<file path="src/rtl/line_seq_pkg.sv">
// Shared types and constants for the line sequencer slice.
package line_seq_pkg;

    localparam int LINE_W_DEF = 25;
    localparam int ADDR_W_DEF = 6;

    // Written to the result buffer when a line times out instead of completing.
    localparam logic [LINE_W_DEF-1:0] LINE_EOF = {LINE_W_DEF{1'b1}};

    typedef enum logic [2:0] {
        ST_IDLE,
        ST_FETCH,
        ST_LOAD,
        ST_ISSUE,
        ST_RUN,
        ST_WRITE,
        ST_DONE
    } line_seq_state_t;

endpackage

</file>
<file path="src/rtl/line_sequencer_watchdog.sv">
// RUN-cycle watchdog: loaded on clr, counts enabled cycles down and flags the
// TIMEOUT_CYCLES-th enabled cycle through a terminal-count compare.
module line_watchdog
    import line_seq_pkg::*;
#(
    parameter int TIMEOUT_CYCLES = 512
) (
    input  logic clk,
    input  logic rst,
    input  logic clr,
    input  logic en,
    output logic expire
);

    localparam int CW = $clog2(TIMEOUT_CYCLES + 1);

    logic [CW-1:0] cnt;

    always_ff @(posedge clk) begin
        if (!rst) begin
            cnt <= '0;
        end else if (clr) begin
            cnt <= CW'(TIMEOUT_CYCLES - 1);
        end else if (en && (cnt != '0)) begin
            cnt <= cnt - CW'(1);
        end
    end

    assign expire = en && (cnt == '0);

endmodule

</file>
<file path="src/rtl/line_sequencer.sv">
// Steps NUM_LINES lines from line memory through the datapath controller with
// a start/done handshake. Optional RUN watchdog: define LINE_SEQ_TIMEOUT_EN.
//
//   state | meaning
//   IDLE  | waiting for start after reset
//   FETCH | line-memory read of idx
//   LOAD  | read data lands in line, idx in count
//   ISSUE | dp_start pulse
//   RUN   | waiting for dp_done (or watchdog expiry)
//   WRITE | result written to idx, advance or finish
//   DONE  | run complete, start re-arms from idx 0
module line_sequencer
    import line_seq_pkg::*;
#(
    parameter int LINE_W         = LINE_W_DEF,
    parameter int ADDR_W         = ADDR_W_DEF,
    parameter int NUM_LINES      = 64,
    parameter int TIMEOUT_CYCLES = 512
) (
    input  logic              clk,
    input  logic              rst,
    input  logic              start,
    output logic              mem_rd_en,
    output logic [ADDR_W-1:0] mem_addr,
    input  logic [LINE_W-1:0] mem_rd_data,
    output logic [LINE_W-1:0] line,
    output logic [ADDR_W-1:0] count,
    output logic              dp_start,
    input  logic              dp_done,
    input  logic [LINE_W-1:0] dp_result,
    output logic              dp_abort,
    output logic              res_wr_en,
    output logic [LINE_W-1:0] res_wr_data,
    output logic              busy,
    output logic              all_done,
    output logic              err
);

    line_seq_state_t state, next_state;

    logic [ADDR_W-1:0] idx;
    logic [ADDR_W-1:0] mem_addr_q;
    logic [LINE_W-1:0] line_q;
    logic [ADDR_W-1:0] count_q;
    logic [LINE_W-1:0] res_q;
    logic              err_q;
    logic              last;
    logic              timeout;

    assign last = (idx == ADDR_W'(NUM_LINES - 1));

`ifdef LINE_SEQ_TIMEOUT_EN
    logic wd_expire;

    line_watchdog #(
        .TIMEOUT_CYCLES(TIMEOUT_CYCLES)
    ) u_watchdog (
        .clk   (clk),
        .rst   (rst),
        .clr   (state == ST_ISSUE),
        .en    (state == ST_RUN),
        .expire(wd_expire)
    );

    // A completion landing on the expiry cycle still counts as a completion.
    assign timeout = wd_expire && !dp_done;
`else
    localparam int unused_timeout_cycles = TIMEOUT_CYCLES;

    assign timeout = 1'b0;
`endif

    always_ff @(posedge clk) begin
        if (!rst) begin
            state <= ST_IDLE;
        end else begin
            state <= next_state;
        end
    end

    always_comb begin
        next_state = state;
        case (state)
            ST_IDLE, ST_DONE: if (start) next_state = ST_FETCH;
            ST_FETCH:         next_state = ST_LOAD;
            ST_LOAD:          next_state = ST_ISSUE;
            ST_ISSUE:         next_state = ST_RUN;
            ST_RUN:           if (dp_done || timeout) next_state = ST_WRITE;
            ST_WRITE:         next_state = last ? ST_DONE : ST_FETCH;
            default:          next_state = ST_IDLE;
        endcase
    end

    always_ff @(posedge clk) begin
        if (!rst) begin
            idx        <= '0;
            mem_addr_q <= '0;
            line_q     <= '0;
            count_q    <= '0;
            res_q      <= '0;
            err_q      <= 1'b0;
        end else begin
            case (state)
                ST_IDLE, ST_DONE: begin
                    if (start) begin
                        idx   <= '0;
                        err_q <= 1'b0;
                    end
                end
                ST_FETCH: mem_addr_q <= idx;
                ST_LOAD: begin
                    line_q  <= mem_rd_data;
                    count_q <= idx;
                end
                ST_RUN: begin
                    if (dp_done) begin
                        res_q <= dp_result;
                    end else if (timeout) begin
                        res_q <= LINE_W'(LINE_EOF);
                        err_q <= 1'b1;
                    end
                end
                ST_WRITE: begin
                    mem_addr_q <= idx;
                    if (!last) idx <= idx + ADDR_W'(1);
                end
                default: ;
            endcase
        end
    end

    // Address follows idx during strobes and otherwise holds the last strobed value.
    always_comb begin
        mem_rd_en   = 1'b0;
        dp_start    = 1'b0;
        dp_abort    = 1'b0;
        res_wr_en   = 1'b0;
        busy        = 1'b1;
        all_done    = 1'b0;
        mem_addr    = mem_addr_q;
        res_wr_data = '0;
        case (state)
            ST_IDLE:  busy = 1'b0;
            ST_FETCH: begin
                mem_rd_en = 1'b1;
                mem_addr  = idx;
            end
            ST_ISSUE: dp_start = 1'b1;
            ST_RUN:   dp_abort = timeout;
            ST_WRITE: begin
                res_wr_en   = 1'b1;
                mem_addr    = idx;
                res_wr_data = res_q;
            end
            ST_DONE: begin
                busy     = 1'b0;
                all_done = 1'b1;
            end
            default: ;
        endcase
    end

    assign line  = line_q;
    assign count = count_q;
    assign err   = err_q;

endmodule

</file>
<file path="config.mk">
export PLATFORM = sky130hd
export DESIGN_NAME = line_sequencer
export DESIGN_NICKNAME = d
export VERILOG_FILES = /design/src/rtl/line_seq_pkg.sv /design/src/rtl/line_sequencer_watchdog.sv /design/src/rtl/line_sequencer.sv
export SDC_FILE = /design/constraint.sdc
export NUM_CORES = 1
export LEC_CHECK = 0
export BUFFER_PORTS_ARGS = -buffer_cell sky130_fd_sc_hd__clkbuf_2
export CORE_UTILIZATION = 45
export CTS_CLUSTER_DIAMETER = 50
export DETAILED_ROUTE_END_ITERATION = 10
export PLACE_DENSITY = 0.85
export RECOVER_POWER = 25
export REMOVE_ABC_BUFFERS = 1
export SLEW_MARGIN = 10
export SYNTH_ARGS = -nofsm -noshare
export SYNTH_HDL_FRONTEND = slang
export SYNTH_SLANG_ARGS = --single-unit
</file>
<file path="constraint.sdc">
create_clock -name clk -period 4.5 [get_ports clk]
set_input_delay 0.675 -clock clk [delete_from_list [all_inputs] [get_ports clk]]
set_output_delay 0.675 -clock clk [all_outputs]
set_load 0.05 [all_outputs]
</file>
=== Word level (Yosys, flattened, before mapping) ===
Index checks and enable logic that the tools add are counted.

* Add/subtract/negate cells: 1
* Eq/ne operators: 10
* Muxes and demuxes: 14
* Reduce and logical (&&, ||, !) cells: 7

{| class="wikitable"
|+ Operators by type and width
! cell !! count
|-
| $mux 25 || 1
|-
| $mux 6 || 3
|-
| $pmux 3 s6 || 1
|-
| $pmux 6 s2 || 1
|-
| $eq 3x3->1 const B || 3
|-
| $mux 3 || 3
|-
| $add 6x1->6 const B || 1
|-
| $eq 3x2->1 const B || 2
|-
| $eq 6x6->1 const B || 1
|-
| $mux 1 || 5
|-
| $ne 2x2->1 const B || 2
|-
| $reduce_and 2->1 || 2
|-
| $reduce_or 2->1 || 2
|-
| $eq 3x1->1 const B || 1
|-
| $logic_not 3->1 || 1
|-
| $reduce_and 3->1 || 1
|-
| $ne 2x1->1 const B || 1
|-
| $reduce_bool 2->1 || 1
|}

* Bits in registers: 71
* Bits of input ports: 54
* Output and inout port bits: 69

=== Logic depth before layout (Yosys ltp) ===
Gate-level depths: netlist of run 1.

* Depth after elaboration: 4
* Gate-level depth with buffers: 6
* Gate-level depth less buffers: 5

=== Worst setup path after synthesis of run 1 ===
No wires, ideal clock.

* Path kind: flip-flop to output port
* Start: register state[1]
* End: output res_wr_data[15]
* Data arrival time: 1.903 ns
* Required time: 3.825 ns
* Slack: 1.922 ns
* Cell stages (with the launch flop): 6
* Cells stage by stage: dfxtp_1 > buf_2 > and3b_1 > buf_4 > clkbuf_1 > and2_1

* Longest elaborated chain between the ends: 2

{| class="wikitable"
|+ Ends and longest elaborated chain
! what !! line !! text
|-
| start, declared || line_sequencer.sv:39 || <nowiki>line_seq_state_t state, next_state;</nowiki>
|-
| start signal, assigned || line_sequencer.sv:77 || <nowiki>state <= next_state;</nowiki>
|-
| $eq 3x3->1 || line_sequencer.sv:142 || <nowiki>case (state)</nowiki>
|-
| $mux 25 || line_sequencer.sv:142 ||
|-
| end, declared || line_sequencer.sv:33 || <nowiki>output logic [LINE_W-1:0] res_wr_data,</nowiki>
|}

No other way between the ends.

==> results.json, run 1 <==
{
  "hold_path_class": "reg -> reg",
  "first_global_vias": 2521,
  "synth.top_cell.area_share": 0.464,
  "rsz0062_at_grt": "false",
  "finalCriticalPeriod_ns": 3.38,
  "num_rows": 29,
  "min_from": "res_q[7]",
  "cp_cell_sequence": "clkbuf_1, o21ai_0, a2111o_1, o21ai_1",
  "cts_resized": 0,
  "start_util": 0.474,
  "cts_max_path_buffers": 2,
  "grt_usage": 0.185,
  "holdPathEnd": "res_q[7]",
  "core-area_um2": 6460,
  "drt-wirelength-per-cell_um": 11.4,
  "ys_top_cells_by_count": "119 x nand2_1, 71 x dfxtp_1, 50 x a21boi_1",
  "fmax_mhz": 296,
  "place_inst": 537,
  "worstReg2RegStart": "state[0]",
  "overflow": 0,
  "synth.distinct_cells": 37,
  "hold_buffers": 0,
  "p_leak_nw": 1.62,
  "synth_edf_count": 0,
  "ys_warn_count": 0,
  "synth.most_common_cell": "nand2_1",
  "status": "finished with violations",
  "syn_inst": 367,
  "p_comb_frac": 0.161,
  "dieWidth_um": 84.5,
  "synthArstFlopShare": 0,
  "hold_viol_final": 0,
  "slowest_delay_ns": 1.69,
  "register_area_um2": 1420,
  "seqPwrFrac": 0.423,
  "numCtsBuffers": 9,
  "multi_input_area_um2": 1500,
  "cts_tree": "done",
  "slew_headroom": -0.609,
  "fin_crit_sh": 0.751,
  "r2r_slack_ns": 2.31,
  "ios": 123,
  "worst_slew_pin_slew_ns": 2.41,
  "path_clk_slew_ns": 0.08,
  "cp-end-kind": "register",
  "grt_max_degree": 73,
  "setup_tns_ns": 0,
  "hpwlAfterDp_mm": 4.38,
  "yosys.area.top_type": "dfxtp_1",
  "gp_congestion": 0.800,
  "area_growth_pct": 26.3,
  "setup_violations": 0,
  "start_kind": "input pin",
  "cp_max_fo": 72,
  "crit_type": "in -> reg",
  "crit_required_ns": 4.76,
  "viasPerCell": 4.89,
  "power_frac_clock": 0.416,
  "dieHeight_um": 84.5,
  "clk_latency_ns": 0.33,
  "clock_skew_ns": 0.00531,
  "post_cts_buffers": 0,
  "r2r_cells": 4,
  "antenna_found_initial": 0,
  "p_per_area_nw_per_um2": 413,
  "wirelength_mm": 6.33,
  "final_cells": 553,
  "dieArea_um2": 7140,
  "slew_violations": 73,
  "p_int_w": 0.00116,
  "drc": 18,
  "crit_arrival_ns": 3.64,
  "ys.flop_type": "dfxtp_1",
  "ir_drop_uv": 225,
  "drt_pre_antenna_iters": 8,
  "whs_ns": 0.450,
  "ys_seq_area_frac": 0.464,
  "grt_pass1_wl_mm": 10.7,
  "fillCellCount": 622,
  "violations": "design-rule violations, max-capacitance violations, max-slew violations",
  "io_buffers": 120,
  "synth-seq-cells": 71,
  "swShare": 0.278,
  "hold_depth": 2,
  "synth_area_per_cell_um2": 8.35,
  "ctsHtreeMaxLevel": 3,
  "clock_sinks": 71,
  "switchingPower_w": 0.000444,
  "antenna_cells": 0,
  "final_nets": 526,
  "ant_nets": 0,
  "drt_iter0_markers": 111,
  "cap_violations": 1,
  "rr_endpoint": "idx[3]",
  "drive_gt1_frac": 0.258,
  "clock-root-buffer": "clkbuf_8",
  "synth.cell_area_um2": 3060,
  "crit_slowest_cell": "clkbuf_1",
  "synth_area_leaders": "dfxtp_1 46%, nand2_1 15%, a21boi_1 12%",
  "num_vias": 2706
}
## worst max-delay path: cells and delay by family
family | cells | cell delay, ns
buf+inv | 1 | 1.69
compound gates | 3 | 1.25
## routing by layer
layer	up-vias	global-route usage	part of all wire
met5	-	0	0
met4	0	0.0709	0.0063
met3	4	0.0551	0.062
met2	83	0.319	0.48
met1	1224	0.217	0.45
li1	1395	-	-
## state kept, by name (all words and copies together) (netlist names)
register / count
count: 6
idx: 6
line: 25
mem_addr_q: 6
res_q: 25
state: 3
## layout make-up
cell class,instances,share of cell area
inverters,1,0.000970
clock inverters,7,0.0372
well taps,77,0.0249
multi-input cells,266,0.387
flip-flops and latches,71,0.367
clock buffers,9,0.0320
repair buffers,122,0.151
## cell families (layout without fill, tap and decap cells)
logic type                 Yosys count  count (layout)  share of synthesized area
and+or+nand+nor                    175             175                      0.258
AOI/OAI and AO/OA                   79              79                      0.192
DFF                                 71              71                      0.464
buffers and inverters               31             139                     0.0498
muxes                                7               7                     0.0253
xor gates and xnor gates             2               2                    0.00572
adders and majority gates            1               1                    0.00408
other                                1               2                    0.00122
## cell usage in the layout, fill, tap and decap left out, drive strengths merged
cell type / count
clkbuf: 129
nand2: 119
dfxtp: 71
a21boi: 57
and2: 31
nand3: 7
mux2: 6
a21oi: 6
o21ai: 5
nor2: 4
o21a: 4
bufinv: 4
or2: 4
a2111o: 3
nand2b: 2
xor2: 2
and3b: 2
or2b: 2
conb: 2
clkinvlp: 2
buf: 2
inv: 2
nor3b: 1
or3b: 1
o211ai: 1
and3: 1
o21bai: 1
o2111ai: 1
nor3: 1
a211oi: 1
mux2i: 1
ha: 1
## worst max path at each step
stage | slack [ns] | cells after the start | endpoint | from
CTS | 1.60 | 3 | res_wr_data[13] | state[0]
detailed placement | 1.94 | 4 | idx[3] | rst
floorplan | 1.94 | 3 | line[6] | state[1]
global placement | 1.98 | 4 | idx[3] | rst
finish | 1.12 | 4 | idx[3] | rst
global route | 0.77 | 4 | idx[2] | rst
## through the flow
stage          setup WS (ns)   util  area, um^2  power [W]
2_1_floorplan           1.94      -        2920   0.000872
3_3_place_gp            1.98  0.563        3630   0.000950
3_5_place_dp            1.94  0.563        3630   0.000955
4_1_cts                 1.60  0.604        3900    0.00162
5_1_grt                0.772  0.599        3870    0.00168
6_report                1.12  0.599        3870    0.00160
## power groups by stage
stage	clock network, W	registers, W	logic (W)
4_1_cts	0.000681	0.000678	0.000263
2_1_floorplan	0	0.000759	0.000113
6_report	0.000665	0.000677	0.000257
3_3_place_gp	0	0.000691	0.000259
3_5_place_dp	0	0.000693	0.000262
5_1_grt	0.000714	0.000682	0.000281
Power figures use the tool's default switching activity.
==> run 2: changes to the inputs <==
--- a/config.mk
+++ b/config.mk
@@ -6,7 +6,7 @@
 export NUM_CORES = 1
 export LEC_CHECK = 0
 export BUFFER_PORTS_ARGS = -buffer_cell sky130_fd_sc_hd__clkbuf_2
-export CORE_UTILIZATION = 45
+export CORE_UTILIZATION = 43
 export CTS_CLUSTER_DIAMETER = 50
 export DETAILED_ROUTE_END_ITERATION = 10
 export PLACE_DENSITY = 0.85
==> constraint.sdc (replaced) <==
create_clock -name clk -period 3 [get_ports clk]
set_input_delay 0.45 -clock clk [delete_from_list [all_inputs] [get_ports clk]]
set_output_delay 0.45 -clock clk [all_outputs]
set_load 0.05 [all_outputs]
==> results.json, run 2 (same netlist as run 1, synthesis figures left out) <==
{
  "ios": 123,
  "crit_type": "reg -> out",
  "dr_wl_met2_mm": 3.39,
  "antenna_cells": 0,
  "grt_pass1_wl_mm": 10.9,
  "slew_violations": 0,
  "finalCriticalPeriod_ns": 2.56,
  "setup_tns_ns": 0,
  "clock_skew_ns": 0.00554,
  "overflow": 0,
  "cts_resized": 0,
  "path_clk_slew_ns": 0.07,
  "hold_buffers": 0,
  "dpl_cell_area_um2": 3670,
  "dieArea_um2": 7460,
  "post_cts_buffers": 0,
  "gp_congestion": 0.790,
  "cp-end-kind": "primary output",
  "hold_viol_final": 0,
  "p_leak_nw": 1.59,
  "dieHeight_um": 86.4,
  "crit_arrival_ns": 2.11,
  "ctsHtreeMaxLevel": 3,
  "grt_usage": 0.183,
  "fillCellCount": 666,
  "num_vias": 2714,
  "cts_tree": "done",
  "clock-root-buffer": "clkbuf_8",
  "wl_met3_um": 298,
  "route.layer.met1.wl_mm": 2.93,
  "drt_pre_antenna_iters": 4,
  "wirelength_mm": 6.71,
  "viasPerCell": 4.74,
  "slew_headroom": 0.311,
  "hold_path_class": "in -> reg",
  "cp_max_fo": 28,
  "num_rows": 30,
  "crit_required_ns": 2.55,
  "fin_crit_sh": 0.852,
  "final_nets": 527,
  "fmax_mhz": 391,
  "drc": 0,
  "first_global_vias": 2461,
  "clk_latency_ns": 0.33,
  "status": "finished clean",
  "ir_drop_uv": 283,
  "topRoutingLayerUsed": "met4",
  "cts_max_path_buffers": 2,
  "worst_slew_pin_slew_ns": 1.03,
  "setup_violations": 0,
  "drive_gt1_frac": 0.248,
  "mostFrequentLayoutCells": "119 x nand2_1, 89 x clkbuf_2, 71 x dfxtp_1",
  "area_growth_pct": 24.8,
  "antenna_found_initial": 0,
  "p_per_area_nw_per_um2": 562,
  "multi_input_area_um2": 1500,
  "design_area_um2": 3820,
  "drt_iter0_markers": 79,
  "grt_max_degree": 72,
  "core-area_um2": 6830,
  "clock_sinks": 71,
  "register_area_um2": 1420,
  "cap_violations": 0,
  "start_kind": "register",
  "ant_nets": 0,
  "rsz0062_at_grt": "false",
  "numCtsBuffers": 9,
  "start_util": 0.448,
  "hpwlAfterDp_mm": 4.67,
  "final_common_cell": "nand2_1",
  "io_buffers": 120,
  "dieWidth_um": 86.4,
  "drt-wirelength-per-cell_um": 11.7
}
==> run 2: cell count changes in the layout (fill, tap and decap cells not counted), sizes merged <==
cell	delta
buf	+1
clkbuf	+2
inv	-1
clkinvlp	-2
clkinv	+3
bufinv	-3
==> run 2: worst paths after layout <==
kind | start | to | slack (ns) | cells past startpoint
setup / recovery | state[0] | res_wr_data[17] | 0.44 | 3
hold / removal | mem_rd_data[3] | line[3] | 0.33 | 3
setup reg to reg | state[0] | idx[3] | 0.86 | 4
hold reg to reg | res_q[5] | res_q[5] | 0.45 | 2
==> run 2: worst max-delay path, stage by stage, from the launching register on <==
cell	delay, ns
dfxtp_1	0.56
and3b_1	0.72
and2_1	0.23
clkbuf_2	0.27
==> run 2: metal layers <==
layer | global-route usage | vias to the layer above
met1 | 0.211 | 1244
met2 | 0.338 | 64
met4 | 0.0682 | 0
li1 | - | 1397
met3 | 0.0324 | 9
met5 | 0 | -
==> run 2: area by class of cell <==
cell class,count,share of cell area
inverters,1,0.000982
clock inverters,4,0.0118
well taps,96,0.0314
clock buffers,11,0.0396
flip-flops and latches,71,0.372
multi-input cells,266,0.392
repair buffers,123,0.153
==> run 2: stage by stage <==
stage                     power (W)  instances  setup WS [ns]  hold slack, ns   util
after floorplan             0.00131        338          0.436           0.430      -
after global placement      0.00142        557          0.892           0.437  0.537
after detailed placement    0.00143        557          0.787           0.441  0.537
after CTS                   0.00219        572          0.418           0.320  0.565
after global routing        0.00226        572          0.259           0.330  0.560
final                       0.00215        572          0.443           0.334  0.560
==> run 2: where the power goes <==
group | switching, W | internal (W)
Sequential | 0.0000336 | 0.000983
Combinational | 0.000276 | 0.000108
Clock | 0.000327 | 0.000421
Total | 0.000636 | 0.00151
